[config.mk]
export PLATFORM = sky130hd
export DESIGN_NAME = serial_add_ctrl_flat
export DESIGN_NICKNAME = d
export VERILOG_FILES = /design/src/rtl/serial_add_ctrl_if.sv /design/src/rtl/serial_add_ctrl.sv /design/src/flat_wrapper.sv
export SDC_FILE = /design/constraint.sdc
export NUM_CORES = 1
export LEC_CHECK = 0
export ABC_AREA = 1
export CORE_MARGIN = 4
export CORE_UTILIZATION = 51
export DETAILED_ROUTE_END_ITERATION = 7
export PLACE_DENSITY = 0.78
export REMOVE_ABC_BUFFERS = 1
export SYNTH_ARGS = -nofsm -noshare
export SYNTH_HDL_FRONTEND = slang
export SYNTH_SLANG_ARGS = --single-unit
[constraint.sdc]
create_clock -name clk -period 1.9 [get_ports clk]
set_clock_uncertainty 0.2 [all_clocks]
set_input_delay 0.38 -clock clk [delete_from_list [all_inputs] [get_ports clk]]
set_output_delay 0.38 -clock clk [all_outputs]
set_load 0.01 [all_outputs]
[src/rtl/serial_add_ctrl_if.sv]
// rtl/serial_add_ctrl_if.sv - request/result bundle between a client and serial_add_ctrl
`timescale 1ns/1ps
//
// Purpose: groups the operation request (start, a, b, cin) and the result
// (busy, done, sum, cout and, when SERIAL_ADD_OVF_EN is defined, ovf).
//
// Signals:
//   start  client -> ctrl  request, only honoured while the controller is idle
//   a, b   client -> ctrl  WIDTH-bit operands, captured on an accepted start
//   cin    client -> ctrl  carry-in, captured on an accepted start
//   busy   ctrl -> client  high from the cycle after accept through the done cycle
//   done   ctrl -> client  one-cycle pulse, result valid
//   sum    ctrl -> client  WIDTH-bit result, held until the next accepted start
//   cout   ctrl -> client  final carry, held with sum
//   ovf    ctrl -> client  signed overflow (only with SERIAL_ADD_OVF_EN)
//
// Modports: master = client side, slave = controller side.

interface serial_add_ctrl_if #(
    parameter int WIDTH = 8
);
    logic             start;
    logic [WIDTH-1:0] a;
    logic [WIDTH-1:0] b;
    logic             cin;
    logic             busy;
    logic             done;
    logic [WIDTH-1:0] sum;
    logic             cout;
`ifdef SERIAL_ADD_OVF_EN
    logic             ovf;
`endif

    modport master (
        output start, a, b, cin,
`ifdef SERIAL_ADD_OVF_EN
        input  ovf,
`endif
        input  busy, done, sum, cout
    );

    modport slave (
        input  start, a, b, cin,
`ifdef SERIAL_ADD_OVF_EN
        output ovf,
`endif
        output busy, done, sum, cout
    );
endinterface

[src/rtl/serial_add_ctrl.sv]
// rtl/serial_add_ctrl.sv - bit-serial add controller around an external delayed full adder
`timescale 1ns/1ps
//
// Purpose: captures two WIDTH-bit operands and a carry-in, then presents one
// bit pair plus the running carry to an external gate-level full adder per
// step. Each step is held for SETTLE clocks so the adder's gate delays can
// resolve before Sum/Cout are sampled into the result shift register.
//
// Parameters:
//   WIDTH   operand/result width (>= 2)
//   SETTLE  clocks each bit is held on the adder before sampling (>= 1)
//
// Optional feature: define SERIAL_ADD_OVF_EN to add the signed-overflow
// output io.ovf (carry into MSB xor carry out of MSB).
//
// Ports:
//   clk      rising-edge clock
//   reset    synchronous, active-high reset
//   io       request/result bundle (slave side of serial_add_ctrl_if)
//   fa_a     to full adder A      (registered)
//   fa_b     to full adder B      (registered)
//   fa_cin   to full adder Cin    (registered; also the running carry)
//   fa_sum   from full adder Sum
//   fa_cout  from full adder Cout

module serial_add_ctrl #(
    parameter int WIDTH  = 8,
    parameter int SETTLE = 3
) (
    input  logic              clk,
    input  logic              reset,
    serial_add_ctrl_if.slave  io,
    output logic              fa_a,
    output logic              fa_b,
    output logic              fa_cin,
    input  logic              fa_sum,
    input  logic              fa_cout
);

    localparam int BW = (WIDTH  > 1) ? $clog2(WIDTH)  : 1;
    localparam int SW = (SETTLE > 1) ? $clog2(SETTLE) : 1;
    localparam logic [BW-1:0] BIT_LAST    = BW'(WIDTH - 1);
    localparam logic [SW-1:0] SETTLE_LAST = SW'(SETTLE - 1);

    typedef enum logic [1:0] {
        IDLE = 2'd0,
        RUN  = 2'd1,
        DONE = 2'd2
    } state_t;

    state_t           state;

    // a_r/b_r hold only the bits not yet presented to the adder: the bit
    // currently on the adder lives in fa_a/fa_b, so the next one is a_r[0].
    logic [WIDTH-2:0] a_r;
    logic [WIDTH-2:0] b_r;
    // Samples taken so far, MSB-aligned; the final sample completes the word.
    logic [WIDTH-2:0] s_r;
    logic [WIDTH-1:0] sum_r;
    logic             cout_r;
    logic             busy_r;
    logic             done_r;
    logic [BW-1:0]    bit_cnt;
    logic [SW-1:0]    settle_cnt;
`ifdef SERIAL_ADD_OVF_EN
    logic             ovf_r;
`endif

    logic [WIDTH-1:0] s_next;

    assign s_next = {fa_sum, s_r};

    // fa_cin doubles as the carry register: it always holds the carry into
    // the bit currently on the adder, so no separate copy is kept.
    always_ff @(posedge clk) begin
        if (reset) begin
            state      <= IDLE;
            a_r        <= '0;
            b_r        <= '0;
            s_r        <= '0;
            sum_r      <= '0;
            cout_r     <= 1'b0;
            busy_r     <= 1'b0;
            done_r     <= 1'b0;
            bit_cnt    <= '0;
            settle_cnt <= '0;
            fa_a       <= 1'b0;
            fa_b       <= 1'b0;
            fa_cin     <= 1'b0;
`ifdef SERIAL_ADD_OVF_EN
            ovf_r      <= 1'b0;
`endif
        end else begin
            done_r <= 1'b0;
            case (state)
                IDLE: begin
                    if (io.start) begin
                        a_r        <= io.a[WIDTH-1:1];
                        b_r        <= io.b[WIDTH-1:1];
                        fa_a       <= io.a[0];
                        fa_b       <= io.b[0];
                        fa_cin     <= io.cin;
                        s_r        <= '0;
                        sum_r      <= '0;
                        cout_r     <= 1'b0;
                        bit_cnt    <= '0;
                        settle_cnt <= '0;
                        busy_r     <= 1'b1;
`ifdef SERIAL_ADD_OVF_EN
                        ovf_r      <= 1'b0;
`endif
                        state      <= RUN;
                    end
                end

                RUN: begin
                    if (settle_cnt == SETTLE_LAST) begin
                        settle_cnt <= '0;
                        bit_cnt    <= bit_cnt + 1'b1;
                        s_r        <= s_next[WIDTH-1:1];
                        if (bit_cnt == BIT_LAST) begin
                            // MSB sample: publish the result; adder inputs
                            // keep their last values while idle.
                            sum_r  <= s_next;
                            cout_r <= fa_cout;
`ifdef SERIAL_ADD_OVF_EN
                            ovf_r  <= fa_cin ^ fa_cout;
`endif
                            done_r <= 1'b1;
                            state  <= DONE;
                        end else begin
                            fa_a   <= a_r[0];
                            fa_b   <= b_r[0];
                            fa_cin <= fa_cout;
                            a_r    <= a_r >> 1;
                            b_r    <= b_r >> 1;
                        end
                    end else begin
                        settle_cnt <= settle_cnt + 1'b1;
                    end
                end

                DONE: begin
                    busy_r <= 1'b0;
                    state  <= IDLE;
                end

                default: begin
                    busy_r <= 1'b0;
                    state  <= IDLE;
                end
            endcase
        end
    end

    assign io.busy = busy_r;
    assign io.done = done_r;
    assign io.sum  = sum_r;
    assign io.cout = cout_r;
`ifdef SERIAL_ADD_OVF_EN
    assign io.ovf  = ovf_r;
`endif

endmodule
[src/flat_wrapper.sv]
// flat-port wrapper written by rule: the top's interface ports become plain ports
module serial_add_ctrl_flat 
#(
    parameter int WIDTH  = 8,
    parameter int SETTLE = 3
)
  (clk, reset, fa_a, fa_b, fa_cin, fa_sum, fa_cout, io_start, io_a, io_b, io_cin, io_busy, io_done, io_sum, io_cout);
  serial_add_ctrl_if #(.WIDTH(WIDTH)) io_i ();
  input  logic clk;
  input  logic reset;
  output logic fa_a;
  output logic fa_b;
  output logic fa_cin;
  input  logic fa_sum;
  input  logic fa_cout;
  input wire logic [$bits(io_i.start)-1:0] io_start;
  input wire logic [$bits(io_i.a)-1:0] io_a;
  input wire logic [$bits(io_i.b)-1:0] io_b;
  input wire logic [$bits(io_i.cin)-1:0] io_cin;
  output wire logic [$bits(io_i.busy)-1:0] io_busy;
  output wire logic [$bits(io_i.done)-1:0] io_done;
  output wire logic [$bits(io_i.sum)-1:0] io_sum;
  output wire logic [$bits(io_i.cout)-1:0] io_cout;
  assign io_i.start = io_start;
  assign io_i.a = io_a;
  assign io_i.b = io_b;
  assign io_i.cin = io_cin;
  assign io_busy = io_i.busy;
  assign io_done = io_i.done;
  assign io_sum = io_i.sum;
  assign io_cout = io_i.cout;
  serial_add_ctrl #(.WIDTH(WIDTH), .SETTLE(SETTLE)) u_core (.clk(clk), .reset(reset), .io(io_i), .fa_a(fa_a), .fa_b(fa_b), .fa_cin(fa_cin), .fa_sum(fa_sum), .fa_cout(fa_cout));
endmodule
# == Yosys cells after proc, flatten, opt, wreduce, memory -nomap -nowiden ==
# Cells that the tools add are included.
# classes
add_sub_neg,2
eq_ne,7
muxes,44
n_bitwise,2
n_reduce_logical,9
# op_table
operator,count
$mux 7,8
$pmux 7 s2,3
$mux 8,3
$pmux 8 s2,1
$mux 1,14
$mux 2,5
$pmux 1 s2,5
$pmux 2 s2,2
$reduce_and 4->1,2
$mux 3,2
$pmux 3 s2,1
$reduce_and 3->1,2
$ne 2x1->1 const B,2
$ne 2x2->1 const B,2
$reduce_and 2->1,2
$add 3x1->3 const B,1
$eq 3x3->1 const B,1
$reduce_or 3->1,1
$add 2x1->2 const B,1
$eq 2x1->1 const B,1
$eq 2x2->1 const B,1
$logic_not 2->1,1
$not 1->1,2
$reduce_bool 2->1,1
# totals
register_bits,42
output_inout_bits,14

# == Depth between registers and ports, before layout ==
# logic_depth
ltp_word,4
mapped_depth,9

# == Worst setup path after synthesis ==
# Ideal clock, no wire load.
# synth_timing
path_type,register to register
from,register u_core.bit_cnt[0]
to,register u_core.b_r[0]
setup_time_ns,0.113
arrival_ns,1.215
required_time_ns,1.587
path_slack_ns,0.372
path_stages_with_launch,8
synth_period_minus_slack_ns,1.528
path_cell_list,dfxtp_1 -> ha_1 -> ha_1 -> nand3_1 -> nand3_4 -> buf_6 -> nor2_1 -> nor2_1
# synth_between
elab_chain_cells,3
# synth_lines
element,line_no,rtl
"start, declared",serial_add_ctrl.sv:63,logic [BW-1:0] bit_cnt;
"start signal, assigned",serial_add_ctrl.sv:119,bit_cnt <= bit_cnt + 1'b1;
$eq 3x3->1,serial_add_ctrl.sv:121,if (bit_cnt == BIT_LAST) begin
$ne 2x2->1 (no source line),-,
$reduce_and 4->1 (no source line),-,
"end signal, assigned",serial_add_ctrl.sv:99,b_r <= io.b[WIDTH-1:1];
"end signal, assigned",serial_add_ctrl.sv:136,b_r <= b_r >> 1;
"end, declared",serial_add_ctrl.sv:56,logic [WIDTH-2:0] b_r;
# Every way passes these cells.
# A chain may end at the register's enable or synchronous reset.

# == Worst setup path in the final report ==
# layout_timing
from,register u_core.cout_r (netlist: u_core.io.cout)
to,output port io_cout
# layout_rtl
element,line_no,rtl
"start, declared",serial_add_ctrl.sv:60,logic cout_r;
"start signal, assigned",serial_add_ctrl.sv:125,cout_r <= fa_cout;
"end, declared",flat_wrapper.sv:23,output wire logic [$bits(io_i.cout)-1:0] io_cout;
# No word-level cell between the ends.

==> impl_metrics.env <==
export IMPL_grt_start_max_net_pins=37
export IMPL_ant_nets=0
export IMPL_yosysWarnings=0
export IMPL_rows=21
export IMPL_async_flop_share_pct=0
export IMPL_first_iter_violations=95
export IMPL_crit_arrival_ps=1200
export IMPL_crit_chain="clkdlybuf4s50_1"
export IMPL_leakage_nw=1.07
export IMPL_tightest_slew_ps=705
export IMPL_crit_family="buffers and inverters"
export IMPL_power_density_nw_per_um2=854
export IMPL_clk_pin_slew_worst_paths_ps=80
export IMPL_drt_wl_total_mm=4.04
export IMPL_drt_drc_violations_left=0
export IMPL_utilization_pct=68.9
export IMPL_synth_compound_area_share_pct=10.0
export IMPL_synthCells=281
export IMPL_synth_fa_ha_area_share_pct=1.32
export IMPL_dp_cells=352
export IMPL_cts_root_buf="clkbuf_8"
export IMPL_yosys_top_cells_area="dfxtp_1 (44%), nand2_1 (14%), nor2_1 (12%)"
export IMPL_fp_dieH_um=69.0
export IMPL_pin_count=36
export IMPL_nFillCells=325
export IMPL_clockBufferDepth=2
export IMPL_route_vias_total=1771
export IMPL_cts_made_buffers=5
export IMPL_synth_avg_cell_area_um2=6.76
export IMPL_crit_fanout=2
export IMPL_nets=339
export IMPL_synth_cell_type_count=18
export IMPL_grt_use_total_pct=17.4
export IMPL_initial_core_util_pct=54.8
export IMPL_critPathKind="reg -> out"
export IMPL_finalNonFillerCells=362
export IMPL_timing_fmax_mhz=563
export IMPL_die_area_um2=4770
export IMPL_setup_viol=0
export IMPL_cts_sinks=42
export IMPL_synthMuxAreaShare_pct=0
export IMPL_antenna_found_initial=0
export IMPL_max_slew_margin_rel_pct=53.0
export IMPL_synth_top_family_by_area="simple AND/OR/NAND/NOR gates"
export IMPL_maxSlewViolCount=0
export IMPL_cp_required_ps=1320
export IMPL_fp_dieW_um=69.0
export IMPL_rsz0062_at_grt="false"
export IMPL_hpwl_mm=2.48
export IMPL_min_period_ps=1780
export IMPL_cp_buffers_inverters=1
export IMPL_synth_top_area_cell="dfxtp_1"
export IMPL_yosys_area_share_simple_pct=32.9
export IMPL_ys_flop_type="dfxtp_1"
export IMPL_synth_edff_count=0
export IMPL_avgRoutedWirePerCell_um=11.2
export IMPL_worstHoldPathType="reg -> reg"
export IMPL_grt_pass1_vias=1634
export IMPL_timing_final_crit_share_pct=93.5
export IMPL_overflow=0
export IMPL_ir_worst_vdd_uv=549
export IMPL_yosysTopAreaCellShare_pct=44.2
export IMPL_ys_seq_area_share_pct=44.2
export IMPL_layout_setup_ws_ps=123
export IMPL_cts_hold_buf=0
export IMPL_tns_ps=0
export IMPL_start_kind="flop"
export IMPL_firstDrtPassIters=4
export IMPL_gp_congestion=0.779
export IMPL_place_ws_ps=-84.9
export IMPL_critPathCaptureType="primary output"
export IMPL_via_per_inst=4.89
export IMPL_grt_first_pass_wirelength_mm=7.06
export IMPL_htree_levels=2
export IMPL_cts_tree="built"
export IMPL_slowest_stage="clkdlybuf4s50_1"
export IMPL_core_um2=3470
export IMPL_yosys_area_share_xor_xnor_pct=0
export IMPL_n_antenna_cell=0
export IMPL_drive_gt1_share_pct=7.91
export IMPL_max_stage_delay_ps=550
export IMPL_drv_cap=0
export IMPL_yosysMostFrequentCell="nand2_1"
export IMPL_synthTopCellsByCount="nand2_1 (69), nor2_1 (60), dfxtp_1 (42)"
export IMPL_ys_ff_latch=42
export IMPL_io_buffer_count=35
export IMPL_clock_latency_ps=300
export IMPL_timing_final_hold_violations=0
export IMPL_status="completed"
export IMPL_areaGrowthSynthToFinish_pct=25.8
export IMPL_synthesis_area_um2=1900
## final cells by class
class / instances / area, µm² / share of cell area (%)
sequential: 42 / 841 / 35.2
clock inverter: 3 / 40.0 / 1.67
tap: 46 / 57.6 / 2.41
inverter: 33 / 124 / 5.18
multi-input combinational: 194 / 880 / 36.8
timing repair buffer: 39 / 380 / 15.9
clock buffer: 5 / 68.8 / 2.88
## through the flow
step	cell area, µm²	total power (W)	hold WS (ps)
6_report	2390	0.00204	267
3_3_place_gp	2240	0.00134	254
3_5_place_dp	2240	0.00134	255
2_1_floorplan	1800	0.00121	239
4_1_cts	2350	0.00204	272
5_1_grt	2390	0.00216	290
## per-layer routing
metal / GRT usage [%] / vias up / wire length (µm)
li1: - / 933 / -
met1: 22.5 / 783 / 2050
met2: 27.1 / 48 / 1720
met3: 6.10 / 7 / 213
met4: 5.21 / 0 / 50
met5: 0 / - / 0
## power breakdown
group | leakage [nW] | switching (W) | internal (W)
Combinational | 0.666 | 0.000215 | 0.000153
Clock | 0.0579 | 0.000312 | 0.000387
Sequential | 0.345 | 0.0000286 | 0.000945
Total | 1.07 | 0.000556 | 0.00149
## cells in the final DEF (no fill, tap or decap)
master	synthesis	layout
nor2_4	1	1
clkinv_2	0	2
nand2_4	0	1
ha_1	2	2
bufinv_16	0	1
inv_1	31	31
nand3_1	14	13
nor2_1	60	60
dfxtp_1	42	42
clkbuf_8	0	5
nand2_2	5	5
o21ai_0	22	22
nor3_1	2	2
clkdlybuf4s50_1	0	35
inv_2	2	2
nand3_4	1	2
buf_4	1	4
nand3_2	0	2
nand2_1	69	68
a21oi_1	16	16
## worst register-to-register path, cell delays in order (launching register included)
cell and delay [ps]:
dfxtp_1 330, ha_1 200, ha_1 210, nand3_1 90
nand2_1 240, nand2_4 210, nand2_1 70, a21oi_1 120
## path summary, 6_finish.rpt
path         slack, ps                to  cells past startpoint              start
max                120           io_cout                      1     u_core.io.cout
min reg2reg        270  u_core.io.sum[2]                      2   u_core.io.sum[2]
min                270  u_core.io.sum[2]                      2   u_core.io.sum[2]
max reg2reg        150  u_core.io.sum[0]                      7  u_core.bit_cnt[0]
## kinds of logic (layout without fill, tap and decap cells)
kind of cell	after synthesis	count (layout)
DFF	42	42
buffers and inverters	47	80
AOI/OAI and AO/OA	38	38
and+or+nand+nor	152	154
adders and majority gates	2	2
## registers in the layout, summed over array words and instances (netlist names)
signal	count
u_core.state	2
u_core.fa_b	1
u_core.io.cout	1
u_core.io.sum	8
u_core.settle_cnt	2
u_core.b_r	7
u_core.bit_cnt	3
u_core.io.busy	1
u_core.fa_a	1
u_core.io.done	1
u_core.fa_cin	1
u_core.s_r	7
u_core.a_r	7
## what timing repair did
action,4_1_cts,5_1_grt
resized for setup,0,4
endpoints found under the setup margin,0,17
buffers inserted,0,0
Note: power is estimated with default switching activity, not from simulation.
